<file path="config.mk">
export PLATFORM = sky130hd
export DESIGN_NAME = apb_rr_arbiter
export DESIGN_NICKNAME = d
export VERILOG_FILES = /design/src/rtl/apb_arb_pkg.sv /design/src/rtl/apb_rr_pick.sv /design/src/rtl/apb_rr_arbiter.sv
export SDC_FILE = /design/constraint.sdc
export NUM_CORES = 1
export LEC_CHECK = 0
export CAP_MARGIN = 5
export CORE_MARGIN = 1
export CORE_UTILIZATION = 35
export CTS_CLUSTER_DIAMETER = 100
export CTS_CLUSTER_SIZE = 30
export DETAILED_ROUTE_END_ITERATION = 8
export DONT_BUFFER_PORTS = 1
export REMOVE_ABC_BUFFERS = 1
export SLEW_MARGIN = 25
export SYNTH_ARGS = -nofsm -noshare
export SYNTH_HDL_FRONTEND = slang
export SYNTH_SLANG_ARGS = --single-unit
</file>
<file path="constraint.sdc">
create_clock -name pclk -period 1.94 [get_ports pclk]
set_input_delay 0.388 -clock pclk [delete_from_list [all_inputs] [get_ports pclk]]
set_output_delay 0.388 -clock pclk [all_outputs]
set_load 0.01 [all_outputs]
</file>
<file path="src/rtl/apb_arb_pkg.sv">
// apb_arb_pkg: FSM state encoding, default bus widths and timeout counter width helper
package apb_arb_pkg;
  localparam logic [1:0] IDLE = 2'd0;
  localparam logic [1:0] BUSY = 2'd1;
  localparam logic [1:0] RESP = 2'd2;
  localparam int DEF_ADDR_W = 9;
  localparam int DEF_DATA_W = 8;
  function automatic int cnt_w(int timeout);
    return $clog2(timeout);
  endfunction
endpackage

</file>
<file path="src/rtl/apb_rr_pick.sv">
// apb_rr_pick: combinational round-robin pick; req, ptr -> one-hot win, index idx, any request
module apb_rr_pick #(
  parameter int NUM_REQ = 2
) (
  input  logic [NUM_REQ-1:0] req,
  input  logic [1:0]         ptr,
  output logic [NUM_REQ-1:0] win,
  output logic [1:0]         idx,
  output logic               any
);
  int d, best;
  always_comb begin
    idx = '0;
    d = 0;
    best = NUM_REQ;
    for (int i = 0; i < NUM_REQ; i++) begin
      d = i >= int'(ptr) ? i - int'(ptr) : i + NUM_REQ - int'(ptr);
      if (req[i] && d < best) begin
        best = d;
        idx = 2'(i);
      end
    end
  end
  assign any = |req;
  assign win = any ? NUM_REQ'(1) << idx : '0;
endmodule

</file>
<file path="src/rtl/apb_rr_arbiter.sv">
// apb_rr_arbiter: round-robin sharing of the apb_top command port among NUM_REQ requesters; ports pclk/preset, req* in, gnt/done/err/rdata out, APB command out, apb_read_data/m_done in
module apb_rr_arbiter
  import apb_arb_pkg::*;
#(
  parameter int NUM_REQ = 2,
  parameter int ADDR_W  = DEF_ADDR_W,
  parameter int DATA_W  = DEF_DATA_W,
  parameter int TIMEOUT = 16
) (
  input  logic                      pclk,
  input  logic                      preset,
  input  logic [NUM_REQ-1:0]        req,
  input  logic [NUM_REQ-1:0]        req_write,
  input  logic [NUM_REQ*ADDR_W-1:0] req_addr,
  input  logic [NUM_REQ*DATA_W-1:0] req_wdata,
  output logic [NUM_REQ-1:0]        gnt,
  output logic [NUM_REQ-1:0]        done,
  output logic [NUM_REQ-1:0]        err,
  output logic [DATA_W-1:0]         rdata,
  output logic                      transfer,
  output logic                      read_write,
  output logic [ADDR_W-1:0]         apb_write_paddr,
  output logic [ADDR_W-1:0]         apb_read_paddr,
  output logic [DATA_W-1:0]         apb_write_data,
  input  logic [DATA_W-1:0]         apb_read_data,
  input  logic                      m_done
);
  localparam int CW = cnt_w(TIMEOUT);
  logic [1:0] state, ptr, owner, w, nxt;
  logic [NUM_REQ-1:0] win;
  logic any, wr;
  logic [ADDR_W-1:0] addr;
  logic [CW-1:0] cnt;
  apb_rr_pick #(.NUM_REQ(NUM_REQ)) u_pick (.req(req), .ptr(ptr), .win(win), .idx(w), .any(any));
  assign wr = req_write[w];
  assign addr = req_addr[w*ADDR_W +: ADDR_W];
  assign nxt = owner == 2'(NUM_REQ - 1) ? 2'd0 : owner + 2'd1;
  always_ff @(posedge pclk or posedge preset) begin
    if (preset) begin
      state <= IDLE;
      ptr <= '0;
      owner <= '0;
      cnt <= '0;
      gnt <= '0;
      done <= '0;
      err <= '0;
      rdata <= '0;
      transfer <= 1'b0;
      read_write <= 1'b0;
      apb_write_paddr <= '0;
      apb_read_paddr <= '0;
      apb_write_data <= '0;
    end else if (state == IDLE) begin
      if (any) begin
        state <= BUSY;
        owner <= w;
        cnt <= '0;
        gnt <= win;
        transfer <= 1'b1;
        read_write <= ~wr;
        apb_write_paddr <= wr ? addr : '0;
        apb_read_paddr <= wr ? '0 : addr;
        apb_write_data <= wr ? req_wdata[w*DATA_W +: DATA_W] : '0;
      end
    end else if (state == BUSY) begin
      cnt <= cnt + 1'b1;
      // m_done is checked first so it beats a timeout landing in the same cycle
      if (m_done || cnt == CW'(TIMEOUT - 1)) begin
        state <= RESP;
        transfer <= 1'b0;
        ptr <= nxt;
        done <= m_done ? gnt : '0;
        err <= m_done ? '0 : gnt;
        rdata <= m_done && read_write ? apb_read_data : rdata;
      end
    end else begin
      state <= IDLE;
      gnt <= '0;
      done <= '0;
      err <= '0;
    end
  end
endmodule

</file>
==> results.json <==
{
  "clock_sinks": 50,
  "port-buffer-count": 0,
  "crit_chain": "buf_4 > inv_1 > nand4_1 > mux2_2",
  "slew_headroom": 0.5306,
  "ir_drop_mv": 0.4341,
  "wire_per_inst_um": 16.63,
  "dp_hpwl_um": 4117,
  "hold_viol_final": 0,
  "fmax_mhz": 633.0,
  "drt-initial-drc-count": 60,
  "power_mw": 3.833,
  "pin_count": 91,
  "vias_per_cell": 5.259,
  "dr_total_vias": 1804,
  "required_ps": 2120,
  "cp_data_arrival_time_ps": 1760,
  "criticalPathCategory": "reg2reg",
  "syn2layout_area_growth_pct": 8.363,
  "drive_above_1_share": 0.1943,
  "overflow": 0,
  "synth.cell_area_sq_mm": 0.002484,
  "finClkSkew_ps": 4.426,
  "cts_tree": "yes",
  "cts_made_buffers": 5,
  "avgSynthCellArea_sq_um": 10.31,
  "dr.pass1.iters": 4,
  "worstMarginPinSlew_ps": 700.3,
  "post-route-min-period_ps": 1580,
  "cp_top_family": "multiplexers",
  "cts_hold_buf": 1,
  "crit_buf_inv": 2,
  "fill_cells": 713,
  "layout.nets": 298,
  "yosysWarnings": 0,
  "p_leak_nw": 1.160,
  "rsz0062_at_grt": "no",
  "postCtsSetupBuffers": 0,
  "drc": 0,
  "fin_util": 0.3940,
  "num_antenna_cells": 0,
  "clk_latency_ps": 300,
  "grt_max_degree": 32,
  "initial_core_util": 0.3636,
  "cts_resized": 0,
  "grt_first_pass_wirelength_um": 9259,
  "antenna_found_initial": 0,
  "fin_crit_sh": 0.8144,
  "drv_slew": 0,
  "cap_violations": 0,
  "place_ws_ps": 112.0,
  "clk_path_buf_depth": 2,
  "synth_cell_types": 35,
  "cpPeakStageDelay_ps": 420,
  "die_height_um": 86.24,
  "status": "completed",
  "worstHoldPathType": "in2reg",
  "grt_pass1_vias": 1805,
  "clk_pin_slew_worst_paths_ps": 90,
  "regArea_sq_mm": 0.001251,
  "setup_violations": 0,
  "crit_slowest_cell": "mux2_2",
  "multi_input_area_sq_mm": 0.001096,
  "critPathCaptureType": "register",
  "die_x_um": 86.24,
  "yosysSeqAreaShare": 0.5038,
  "syn_inst": 241,
  "dieArea_sq_mm": 0.007437,
  "htreeDepth": 2,
  "synth_seq_cells": 50,
  "rows": 30,
  "path_max_fanout": 11,
  "core_sq_mm": 0.006832,
  "crit_path_start_kind": "register",
  "clockRootBuffer": "clkbuf_8",
  "ant_nets": 0,
  "powerDensity_mw_per_mm2": 1424,
  "grt_usage": 0.1604,
  "routed_wl_um": 5705,
  "gp_congestion": 0.7246,
  "setup_ws_ps": 360.1
}
==> path summary, 6_finish.rpt <==
check                          from           endpoint  slack, ps  depth (start not counted)
hold reg to reg            owner[0]             ptr[0]        490                          1
setup reg to reg           state[1]           rdata[6]        360                          4
hold / removal               m_done             err[1]        170                          1
setup / recovery           state[1]           rdata[6]        360                          4
min in group asynchronous    preset           rdata[5]        550                          2
max in group asynchronous    preset  apb_read_paddr[5]        880                          3
==> area by class of cell <==
cell class | count | area share
flip-flops and latches | 50 | 0.4649
multi-input cells | 173 | 0.4073
well taps | 96 | 0.04463
repair buffers | 12 | 0.04370
clock buffers | 7 | 0.03208
inverters | 4 | 0.005579
clock inverters | 1 | 0.001860
==> routing by layer <==
| layer | routed length, um | GRT usage | vias up |
|---|---|---|---|
| met5 | 0 | 0 | - |
| met1 | 2428 | 0.2040 | 895 |
| met3 | 423 | 0.04762 | 7 |
| met4 | 89 | 0.05000 | 0 |
| met2 | 2763 | 0.2633 | 52 |
| li1 | - | - | 850 |
==> stage by stage <==
step           TNS (ps)  instances  hold slack, ps  cell area, sq um
2_1_floorplan    -61670        227           437.2              2351
3_3_place_gp          0        334           307.7              2590
3_5_place_dp          0        334           310.0              2590
4_1_cts               0        343           162.4              2691
5_1_grt               0        343           162.9              2691
6_report              0        343           174.9              2691
==> cell usage after synthesis (all sizes together) <==
cell    instances  area share
nand4           1      0.0025
nor3            3       0.010
a31o            1      0.0035
nor3b           2       0.015
a32o            1      0.0040
o21ai           6       0.014
xor2            1      0.0035
a21boi          1      0.0030
a32oi           2      0.0071
buf            11       0.049
nand2          64       0.097
conb            2      0.0030
nand2b          1      0.0025
a21oi           4      0.0081
o211ai         26        0.10
dfrtp          50        0.50
mux2            9       0.041
inv             4      0.0060
clkbuf          4      0.0060
mux2i           1      0.0040
a22o            1      0.0035
o41ai           1      0.0066
ha              3       0.015
nor2            6      0.0091
o31ai           1      0.0030
nand3b          1      0.0030
o21bai          1      0.0076
nor2b           1      0.0025
nand3          32       0.064
==> flip-flops by register name, summed over array words and instances (netlist names) <==
register	count
state	2
gnt	2
ptr	1
apb_write_paddr	9
rdata	8
read_write	1
apb_write_data	8
done	2
cnt	4
apb_read_paddr	9
transfer	1
owner	1
err	2
==> cells in the final DEF (no fill, tap or decap), types with 2 or more instances in the layout <==
| master | n |
|---|---|
| o211ai_1 | 14 |
| conb_1 | 3 |
| ha_1 | 3 |
| o211ai_2 | 12 |
| mux2_2 | 9 |
| nand3_1 | 32 |
| inv_1 | 3 |
| nor3b_4 | 2 |
| buf_12 | 2 |
| clkbuf_8 | 6 |
| a32oi_1 | 2 |
| buf_4 | 9 |
| nor3_2 | 2 |
| dfrtp_1 | 50 |
| o21ai_0 | 5 |
| a21oi_1 | 4 |
| nor2_1 | 6 |
| nand2_1 | 64 |
==> power by group <==
| part | total (mW) | switching [mW] | internal [mW] |
|---|---|---|---|
| sequential | 1.99 | 0.513 | 1.48 |
| combinational | 1.21 | 0.684 | 0.526 |
| clock | 0.631 | 0.343 | 0.289 |
| total | 3.83 | 1.54 | 2.29 |
==> cell families after synthesis <==
family	share of synthesized area
buf+inv	0.06095
mux	0.04484
xor+xnor	0.003527
other cells	0.003024
fa+ha+maj	0.01511
simple gates	0.2060
flops	0.5038
compound gates	0.1627
Power figures use the tool's default switching activity.
